--- config.mk ---
export PLATFORM = sky130hd
export DESIGN_NAME = line_req_arb_flat
export DESIGN_NICKNAME = d
export VERILOG_FILES = /design/src/rtl/line_req_arb_pkg.sv /design/src/rtl/line_req_arb_if.sv /design/src/rtl/line_arb_grant.sv /design/src/rtl/line_req_arb.sv /design/src/flat_wrapper.sv
export SDC_FILE = /design/constraint.sdc
export NUM_CORES = 1
export LEC_CHECK = 0
export CAP_MARGIN = 0
export CORE_AREA = 10 10 286 288
export CTS_BUF_LIST = sky130_fd_sc_hd__clkbuf_4
export DETAILED_ROUTE_END_ITERATION = 12
export DIE_AREA = 0 0 296 298
export GPL_ROUTABILITY_DRIVEN = 0
export HOLD_SLACK_MARGIN = 0.02
export PLACE_DENSITY_LB_ADDON = 0.05
export SLEW_MARGIN = 0
export SYNTH_ARGS = -nofsm -noshare
export SYNTH_HDL_FRONTEND = slang
export SYNTH_SLANG_ARGS = --single-unit
--- constraint.sdc ---
create_clock -name M_AXI_ACLK -period 3.45 [get_ports M_AXI_ACLK]
set_clock_uncertainty 0.1 [all_clocks]
set_input_delay 0.69 -clock M_AXI_ACLK [delete_from_list [all_inputs] [get_ports M_AXI_ACLK]]
set_output_delay 0.69 -clock M_AXI_ACLK [all_outputs]
set_load 0.01 [all_outputs]
--- src/rtl/line_req_arb_pkg.sv ---
// Shared encodings for the line request arbiter.
// Covers FSM states, grant owner, transfer direction and line-address alignment.
package line_req_arb_pkg;

  typedef enum logic [1:0] {
    IDLE  = 2'd0,
    ISSUE = 2'd1,
    WAIT  = 2'd2,
    DONE  = 2'd3
  } arb_state_t;

  typedef enum logic {
    OWN_I = 1'b0,
    OWN_D = 1'b1
  } owner_t;

  localparam logic RW_READ  = 1'b1;
  localparam logic RW_WRITE = 1'b0;

  // 16-byte lines: the low four address bits are always cleared on issue
  localparam int          LINE_OFS_W      = 4;
  localparam logic [63:0] LINE_ALIGN_MASK = ~((64'd1 << LINE_OFS_W) - 64'd1);

endpackage

--- src/rtl/line_req_arb_if.sv ---
// Requester, AXI-master and status signals of the line arbiter bundled into one interface.
// The master modport is the arbiter's view; slave is the surrounding core / AXI master.
interface line_req_arb_if #(
  parameter int LINE_W = 128,
  parameter int ADDR_W = 32
);
  logic              i_req_i;
  logic [ADDR_W-1:0] i_addr_i;
  logic              i_ack_o;
  logic [LINE_W-1:0] i_rdata_o;

  logic              d_req_i;
  logic              d_rw_i;
  logic [ADDR_W-1:0] d_addr_i;
  logic [LINE_W-1:0] d_wdata_i;
  logic              d_ack_o;
  logic [LINE_W-1:0] d_rdata_o;

  logic              Rvcore_valid_req_o;
  logic              Rvcore_rw_o;
  logic [ADDR_W-1:0] Rvcore_addr_o;
  logic [LINE_W-1:0] Rvcore_data_o;
  logic [LINE_W-1:0] axi_data_i;
  logic              axi_rd_over_i;
  logic              axi_wr_over_i;

  logic              busy_o;
  logic              err_o;

  modport master (
    input  i_req_i, i_addr_i, d_req_i, d_rw_i, d_addr_i, d_wdata_i,
    input  axi_data_i, axi_rd_over_i, axi_wr_over_i,
    output i_ack_o, i_rdata_o, d_ack_o, d_rdata_o,
    output Rvcore_valid_req_o, Rvcore_rw_o, Rvcore_addr_o, Rvcore_data_o,
    output busy_o, err_o
  );

  modport slave (
    output i_req_i, i_addr_i, d_req_i, d_rw_i, d_addr_i, d_wdata_i,
    output axi_data_i, axi_rd_over_i, axi_wr_over_i,
    input  i_ack_o, i_rdata_o, d_ack_o, d_rdata_o,
    input  Rvcore_valid_req_o, Rvcore_rw_o, Rvcore_addr_o, Rvcore_data_o,
    input  busy_o, err_o
  );
endinterface

--- src/rtl/line_arb_grant.sv ---
// Grant selection between I and D ports: combinational, fixed D-over-I by default.
// LINE_ARB_RR_EN adds a round-robin pointer that flips to the loser on every grant taken.
module line_arb_grant
  import line_req_arb_pkg::*;
(
  input  logic   clk,
  input  logic   rst_n,
  input  logic   i_req,
  input  logic   d_req,
  input  logic   take,
  output logic   any_req,
  output owner_t owner
);

  assign any_req = i_req | d_req;

`ifdef LINE_ARB_RR_EN
  owner_t ptr_q;

  always_comb begin
    owner = OWN_D;
    if (i_req && d_req) begin
      owner = ptr_q;
    end else if (i_req) begin
      owner = OWN_I;
    end
  end

  always_ff @(posedge clk or negedge rst_n) begin
    if (!rst_n) begin
      ptr_q <= OWN_I;
    end else if (take && any_req) begin
      ptr_q <= (owner == OWN_I) ? OWN_D : OWN_I;
    end
  end
`else
  logic unused_rr;
  assign unused_rr = ^{clk, rst_n, take};

  assign owner = d_req ? OWN_D : OWN_I;
`endif

endmodule

--- src/rtl/line_req_arb.sv ---
// Two-port line arbiter ahead of the AXI master: req->issue pulse 1 cycle, completion->ack 1 cycle.
// No stall path; the losing port holds its req. LINE_ARB_RR_EN selects round-robin over D-over-I.
module line_req_arb
  import line_req_arb_pkg::*;
#(
  parameter int LINE_W = 128,
  parameter int ADDR_W = 32
) (
  input  logic           M_AXI_ACLK,
  input  logic           M_AXI_ARESETN,
  line_req_arb_if.master bus
);

  arb_state_t        state_q, state_d;
  owner_t            gnt_owner, owner_q;
  logic              any_req;
  logic              take;
  logic              rw_q;
  logic              err_q;
  logic              rd_match, wr_match, err_evt;
  logic [ADDR_W-1:0] addr_q, req_addr;
  logic [LINE_W-1:0] wdata_q, line_q;

  assign take = (state_q == IDLE);

  line_arb_grant u_grant (
    .clk     (M_AXI_ACLK),
    .rst_n   (M_AXI_ARESETN),
    .i_req   (bus.i_req_i),
    .d_req   (bus.d_req_i),
    .take    (take),
    .any_req (any_req),
    .owner   (gnt_owner)
  );

  assign rd_match = (state_q == WAIT) && (rw_q == RW_READ)  && bus.axi_rd_over_i;
  assign wr_match = (state_q == WAIT) && (rw_q == RW_WRITE) && bus.axi_wr_over_i;
  // Anything other than the one pulse the FSM is waiting for is flagged, ISSUE cycle included
  assign err_evt  = (bus.axi_rd_over_i && !rd_match) || (bus.axi_wr_over_i && !wr_match);

  assign req_addr = (gnt_owner == OWN_D) ? bus.d_addr_i : bus.i_addr_i;

  always_ff @(posedge M_AXI_ACLK or negedge M_AXI_ARESETN) begin
    if (!M_AXI_ARESETN) begin
      state_q <= IDLE;
    end else begin
      state_q <= state_d;
    end
  end

  always_comb begin
    state_d = state_q;
    case (state_q)
      IDLE:    if (any_req) state_d = ISSUE;
      ISSUE:   state_d = WAIT;
      WAIT:    if (rd_match || wr_match) state_d = DONE;
      DONE:    state_d = IDLE;
      default: state_d = IDLE;
    endcase
  end

  always_ff @(posedge M_AXI_ACLK or negedge M_AXI_ARESETN) begin
    if (!M_AXI_ARESETN) begin
      owner_q <= OWN_I;
      rw_q    <= 1'b0;
      addr_q  <= '0;
      wdata_q <= '0;
      line_q  <= '0;
      err_q   <= 1'b0;
    end else begin
      if (take && any_req) begin
        owner_q <= gnt_owner;
        rw_q    <= (gnt_owner == OWN_D) ? bus.d_rw_i : RW_READ;
        addr_q  <= req_addr & LINE_ALIGN_MASK[ADDR_W-1:0];
        wdata_q <= (gnt_owner == OWN_D) ? bus.d_wdata_i : '0;
      end
      if (rd_match) begin
        line_q <= bus.axi_data_i;
      end
      if (err_evt) begin
        err_q <= 1'b1;
      end
    end
  end

  assign bus.Rvcore_valid_req_o = (state_q == ISSUE);
  assign bus.Rvcore_rw_o        = rw_q;
  assign bus.Rvcore_addr_o      = addr_q;
  assign bus.Rvcore_data_o      = wdata_q;

  assign bus.i_ack_o   = (state_q == DONE) && (owner_q == OWN_I);
  assign bus.d_ack_o   = (state_q == DONE) && (owner_q == OWN_D);
  assign bus.i_rdata_o = bus.i_ack_o ? line_q : '0;
  assign bus.d_rdata_o = (bus.d_ack_o && rw_q == RW_READ) ? line_q : '0;

  assign bus.busy_o = (state_q != IDLE);
  assign bus.err_o  = err_q;

endmodule

--- src/flat_wrapper.sv ---
// flat-port wrapper written by rule: the top's interface ports become plain ports
module line_req_arb_flat import line_req_arb_pkg::*;
#(
  parameter int LINE_W = 128,
  parameter int ADDR_W = 32
)
  (M_AXI_ACLK, M_AXI_ARESETN, bus_i_req_i, bus_i_addr_i, bus_d_req_i, bus_d_rw_i, bus_d_addr_i, bus_d_wdata_i, bus_axi_data_i, bus_axi_rd_over_i, bus_axi_wr_over_i, bus_i_ack_o, bus_i_rdata_o, bus_d_ack_o, bus_d_rdata_o, bus_Rvcore_valid_req_o, bus_Rvcore_rw_o, bus_Rvcore_addr_o, bus_Rvcore_data_o, bus_busy_o, bus_err_o);
  line_req_arb_if #(.LINE_W(LINE_W), .ADDR_W(ADDR_W)) bus_i ();
  input  logic M_AXI_ACLK;
  input  logic M_AXI_ARESETN;
  input wire logic [$bits(bus_i.i_req_i)-1:0] bus_i_req_i;
  input wire logic [$bits(bus_i.i_addr_i)-1:0] bus_i_addr_i;
  input wire logic [$bits(bus_i.d_req_i)-1:0] bus_d_req_i;
  input wire logic [$bits(bus_i.d_rw_i)-1:0] bus_d_rw_i;
  input wire logic [$bits(bus_i.d_addr_i)-1:0] bus_d_addr_i;
  input wire logic [$bits(bus_i.d_wdata_i)-1:0] bus_d_wdata_i;
  input wire logic [$bits(bus_i.axi_data_i)-1:0] bus_axi_data_i;
  input wire logic [$bits(bus_i.axi_rd_over_i)-1:0] bus_axi_rd_over_i;
  input wire logic [$bits(bus_i.axi_wr_over_i)-1:0] bus_axi_wr_over_i;
  output wire logic [$bits(bus_i.i_ack_o)-1:0] bus_i_ack_o;
  output wire logic [$bits(bus_i.i_rdata_o)-1:0] bus_i_rdata_o;
  output wire logic [$bits(bus_i.d_ack_o)-1:0] bus_d_ack_o;
  output wire logic [$bits(bus_i.d_rdata_o)-1:0] bus_d_rdata_o;
  output wire logic [$bits(bus_i.Rvcore_valid_req_o)-1:0] bus_Rvcore_valid_req_o;
  output wire logic [$bits(bus_i.Rvcore_rw_o)-1:0] bus_Rvcore_rw_o;
  output wire logic [$bits(bus_i.Rvcore_addr_o)-1:0] bus_Rvcore_addr_o;
  output wire logic [$bits(bus_i.Rvcore_data_o)-1:0] bus_Rvcore_data_o;
  output wire logic [$bits(bus_i.busy_o)-1:0] bus_busy_o;
  output wire logic [$bits(bus_i.err_o)-1:0] bus_err_o;
  assign bus_i.i_req_i = bus_i_req_i;
  assign bus_i.i_addr_i = bus_i_addr_i;
  assign bus_i.d_req_i = bus_d_req_i;
  assign bus_i.d_rw_i = bus_d_rw_i;
  assign bus_i.d_addr_i = bus_d_addr_i;
  assign bus_i.d_wdata_i = bus_d_wdata_i;
  assign bus_i.axi_data_i = bus_axi_data_i;
  assign bus_i.axi_rd_over_i = bus_axi_rd_over_i;
  assign bus_i.axi_wr_over_i = bus_axi_wr_over_i;
  assign bus_i_ack_o = bus_i.i_ack_o;
  assign bus_i_rdata_o = bus_i.i_rdata_o;
  assign bus_d_ack_o = bus_i.d_ack_o;
  assign bus_d_rdata_o = bus_i.d_rdata_o;
  assign bus_Rvcore_valid_req_o = bus_i.Rvcore_valid_req_o;
  assign bus_Rvcore_rw_o = bus_i.Rvcore_rw_o;
  assign bus_Rvcore_addr_o = bus_i.Rvcore_addr_o;
  assign bus_Rvcore_data_o = bus_i.Rvcore_data_o;
  assign bus_busy_o = bus_i.busy_o;
  assign bus_err_o = bus_i.err_o;
  line_req_arb #(.LINE_W(LINE_W), .ADDR_W(ADDR_W)) u_core (.M_AXI_ACLK(M_AXI_ACLK), .M_AXI_ARESETN(M_AXI_ARESETN), .bus(bus_i));
endmodule
## Yosys cells after proc, flatten, opt, wreduce, memory -nomap -nowiden

Index checks and enable logic that the tools add are counted.

| storage, ports and cells | value |
|---|---|
| register bits | 289 |
| bits of input ports | 327 |
| output and inout bits | 422 |
| word-level logic and storage cells | 41 |

| cells by class | value |
|---|---|
| eq/ne operators | 5 |
| muxes and demuxes | 9 |
| bitwise operators | 3 |
| reduce and logical (&&, ||, !) cells | 17 |

Operator list:

| cell | count |
|---|---|
| $mux W128 | 3 |
| $mux W32 | 1 |
| $logic_and A1 B1 Y1 | 10 |
| $pmux W2 S4 | 1 |
| $eq A2 B2 Y1 const B | 2 |
| $mux W2 | 2 |
| $eq A2 B1 Y1 const B | 1 |
| $logic_not A1 Y1 | 2 |
| $logic_not A2 Y1 | 1 |
| $logic_or A1 B1 Y1 | 2 |
| $mux W1 | 2 |
| $ne A2 B1 Y1 const B | 1 |
| $ne A2 B2 Y1 const B | 1 |
| $not A1 Y1 | 2 |
| $reduce_and A2 Y1 | 1 |
| $reduce_bool A2 Y1 | 1 |
| $or A1 B1 Y1 | 1 |

## Depth between registers and ports, before layout

| depth | value |
|---|---|
| depth after elaboration | 6 |
| depth in mapped cells | 8 |
| depth with buffers taken out | 5 |

## By module

From an unflattened synthesis, not the netlist that was laid out.

| second synthesis, totals | value |
|---|---|
| cell total of the unflattened synthesis | 1,266 |
| area, all modules | 13,127.6 um2 |

Modules (own cells, without submodules):

| module | times used | cells each | area each (um2) | sequential area each (um2) |
|---|---|---|---|---|
| line_req_arb | 1 | 1,264 | 13,113.8 | 7,231.9 |
| line_arb_grant | 1 | 2 | 13.8 | 0.0 |

## Worst setup path before layout

Ideal clock, no wire load.

| path | value |
|---|---|
| kind | reg-to-output |
| start | register u_core.state_q[0] |
| end | output bus_i_rdata_o[108] |
| arrival time | 1.318 ns |
| data required time | 2.660 ns |
| slack | 1.342 ns |
| stages on the path, launching flop included | 6 |
| path buffers | 2 |
| cells stage by stage | dfrtp_1 ha_1 nor2b_1 clkbuf_1 clkbuf_1 and2_1 |

| on the way | value |
|---|---|
| cells in the longest elaborated chain, start to end | 3 |

RTL lines:

| item | line | source |
|---|---|---|
| start: declaration | line_req_arb.sv:14 | `arb_state_t state_q, state_d;` |
| start signal: assignment | line_req_arb.sv:47 | `state_q <= state_d;` |
| $eq A2 B2 Y1 | line_req_arb.sv:91 | `assign bus.i_ack_o = (state_q == DONE) && (owner_q == OWN_I);` |
| $logic_and A1 B1 Y1 | line_req_arb.sv:91 |  |
| $mux W128 | line_req_arb.sv:93 | `assign bus.i_rdata_o = bus.i_ack_o ? line_q : '0;` |
| end: declaration | flat_wrapper.sv:21 | `output wire logic [$bits(bus_i.i_rdata_o)-1:0] bus_i_rdata_o;` |

Every way passes these cells.

## Final worst setup path

| path | value |
|---|---|
| start | register u_core.state_q[1] |
| end | output bus_i_ack_o |

| on the way | value |
|---|---|
| cells in the longest elaborated chain, start to end | 2 |

RTL lines:

| item | line | source |
|---|---|---|
| $eq A2 B2 Y1 | line_req_arb.sv:91 |  |
| $logic_and A1 B1 Y1 | line_req_arb.sv:91 |  |
| end: declaration | flat_wrapper.sv:20 | `output wire logic [$bits(bus_i.i_ack_o)-1:0] bus_i_ack_o;` |

Every way passes these cells.

==> results.ini <==
[hold_path]
min_delay_worst_endpoint=u_core.owner_q$_DFFE_PN0P_
min_from=bus_d_req_i
hold_path_class=primary input to flop
min_path_cells=3

[layout]
multi_input_area_sq_um=5440
nets=2383
regArea_sq_um=7240
final_cells=3094
syn_to_final_growth_pct=74.6
drive_gt1_share_pct=15.5
n_fill_cell=8011

[worst_setup_path]
endpoint_kind=output port
arrival_ps=2450
start_kind=flop
crit_required_ps=2660
path_class=flop to output port
r2r_slack_ps=1340
r2r_start=u_core.state_q[0]$_DFFE_PN0P_
cp_max_fo=23
r2r-end=u_core.line_q[62]$_DFFE_PN0P_
r2r_cells=5

[yosys]
post-synth-top-count-cell=dfrtp_1
synth_seq_cells=289
synth_edf_count=0
synthArstFlopShare_pct=100
yosys.area.top_type_share_pct=55.0
syn_inst=1269
synthTopCellsByArea=dfrtp_1 (55%), and2_1 (12%), mux2_2 (11%)
netlist_area_sq_um=13200
avgSynthCellArea_sq_um=10.4
yosys_warnings=0
yosysTopAreaCell=dfrtp_1
synthTopCellsByCount=dfrtp_1 (289), nand2_1 (288), and2_1 (257), mux2_2 (129), nand3_1 (128)
ys_types=25
yosysSeqAreaShare_pct=55.0
synthFlopType=dfrtp_1

[power_and_ir_drop]
p_sw_share_pct=37.3
clock_power_share_pct=20.1
ir_worst_vdd_uv=454
p_leak_nw=11.5
powerDensity_nw_per_um2=755
p_comb_share_pct=44.9
seq_power_share_pct=34.9
intPower_mw=10.9
p_sw_mw=6.47

[routing]
wl_per_cell_um=22.5
num_vias=12100
antenna_left=0
route.detailed.drc=0
vias_per_cell=3.92
drt_pass1_iterations=4
wl_mm=69.6
drt_iter0_drc=397

[clock_tree]
tritoncts=built
root_buffer=clkbuf_4
cts_sinks=289
h-tree-depth=3
cts.path.max_buffers=3
clkTransAtPathRegs_ps=50
cts-buffers-inserted=94
insertion_delay_ps=770

[timing]
post-route-min-period_ps=3240
tightest_slew_ps=686
finalWorstSetupSlack_ps=209
fmaxAchievable_mhz=309
slew_headroom_pct=54.2
final-hold-violation-count=0
fin_crit_sh_pct=93.9
drv_slew=0
setup-violations-final=0
hold_slack_ps=233

[grt]
grt_pass1_wl_mm=97.0
grt_pass1_vias=13100
antenna_found_initial=25
track_usage_pct=15.2
grt_max_degree=126
use_met1_pct=14.8
grt_overflow_total=0
busiest_layer=met2
grt_util_met3_pct=8.49
grtUsageMet2_pct=26.8

[floorplan]
core_sq_um=75700
die_w_um=296
die_area_sq_um=88200
io_pins=749
start_util_pct=17.4
core.rowCount=101
die_h_um=298

[job]
maxCapViolCount=0

[outcome]
status=finished, final reports clean

[placed_design]
pre_cts_slack_ps=484
port_buffers=736
dp_hpwl_mm=51.2
place_inst=2911

[registers in the layout (all words and copies together), names as in the netlist]
| signal | flops |
|---|---|
| u_core.owner_q | 1 |
| u_core.bus.Rvcore_data_o | 128 |
| u_core.bus.Rvcore_rw_o | 1 |
| u_core.bus.err_o | 1 |
| u_core.state_q | 2 |
| u_core.bus.Rvcore_addr_o | 28 |
| u_core.line_q | 128 |
[worst max-delay path by stage]
stage	to	from	cells past startpoint	slack, ps
after floorplan	bus_i_rdata_o[108]	u_core.state_q[0]$_DFFE_PN0P_	5	1340
after global placement	bus_d_rdata_o[7]	u_core.state_q[0]$_DFFE_PN0P_	5	510
after detailed placement	bus_d_rdata_o[15]	u_core.state_q[0]$_DFFE_PN0P_	5	480
after CTS	bus_d_rdata_o[5]	u_core.state_q[0]$_DFFE_PN0P_	6	0.5
after global routing	bus_i_rdata_o[101]	u_core.state_q[1]$_DFFE_PN0P_	6	-0.06
final	bus_i_ack_o	u_core.state_q[1]$_DFFE_PN0P_	5	210
[critical path: stages (launching register included)]
cell and delay, ps:
dfrtp_1 400, ha_4 160, nor2b_4 150, buf_12 140
bufbuf_16 310, clkdlybuf4s50_1 560
[cell usage in the layout (no fill, tap or decap), types with 2 or more instances in the layout]
master	instances
dlymetal6s2s_1	20
conb_1	4
and2_1	257
buf_16	4
ha_1	3
buf_4	16
bufbuf_16	4
dlygate4sd2_1	219
nand3_1	128
ha_4	2
dfrtp_1	286
nand2_1	288
dfrtp_2	3
a21oi_1	2
bufinv_16	2
clkinvlp_4	2
inv_1	3
diode_2	13
o21ai_0	28
buf_12	17
buf_6	3
mux2i_1	30
mux2_2	129
clkbuf_4	133
buf_8	2
clkdlybuf4s50_1	495
and3_4	2
clkinv_1	9
[per-stage QoR]
stage / cell area [sq um] / utilization [%] / setup TNS, ps / total power [mW]
2_1_floorplan: 13200 / - / 0 / 9.24
3_3_place_gp: 21600 / 28.5 / 0 / 14.0
3_5_place_dp: 21600 / 28.5 / 0 / 14.1
4_1_cts: 22900 / 30.2 / 0 / 17.9
5_1_grt: 23000 / 30.3 / -0.0566 / 18.8
6_report: 23000 / 30.3 / 0 / 17.3
[final cells by class]
type                            instances  share of cell area, %
Clock inverter                         15                  0.534
Multi-Input combinational cell        882                   23.7
Clock buffer                          133                   4.35
Sequential cell                       289                   31.5
Tap cell                              978                   5.33
Antenna cell                           13                  0.142
Inverter                                3                 0.0490
Timing Repair Buffer                  781                   34.4
[power groups by stage]
stage,Combinational [mW],Clock [mW],Sequential [mW]
final,7.79,3.49,6.06
after global routing,8.54,3.92,6.30
after CTS,8.06,3.74,6.11
after detailed placement,7.98,0,6.13
after global placement,7.97,0,6.08
after floorplan,3.18,0,6.06
[timing repair]
action / 4_1_cts / 5_1_grt
cloned: 8 / 0
hold buffers: 1 / 0
setup endpoints to repair: 257 / 35
pin swaps: 2 / 0
buffers inserted: 13 / 0
hold endpoints to repair: 66 / 0
resized for setup: 235 / 21
[cell families after synthesis]
logic type	after synthesis	synth area share [%]
AND/OR/NAND/NOR	680	25.7
flip-flops	289	55.0
multiplexers	159	13.3
buffers and inverters	102	4.18
AO/OA/AOI/OAI	33	1.32
adder cells (fa/ha/maj)	5	0.476
other	1	0.0285
[layer usage]
metal / wire length, um / up-vias
li1: - / 5729
met1: 24200 / 5737
met2: 35100 / 532
met3: 8790 / 109
met4: 1350 / 28
met5: 207 / -
(Power assumes the default switching activity.)
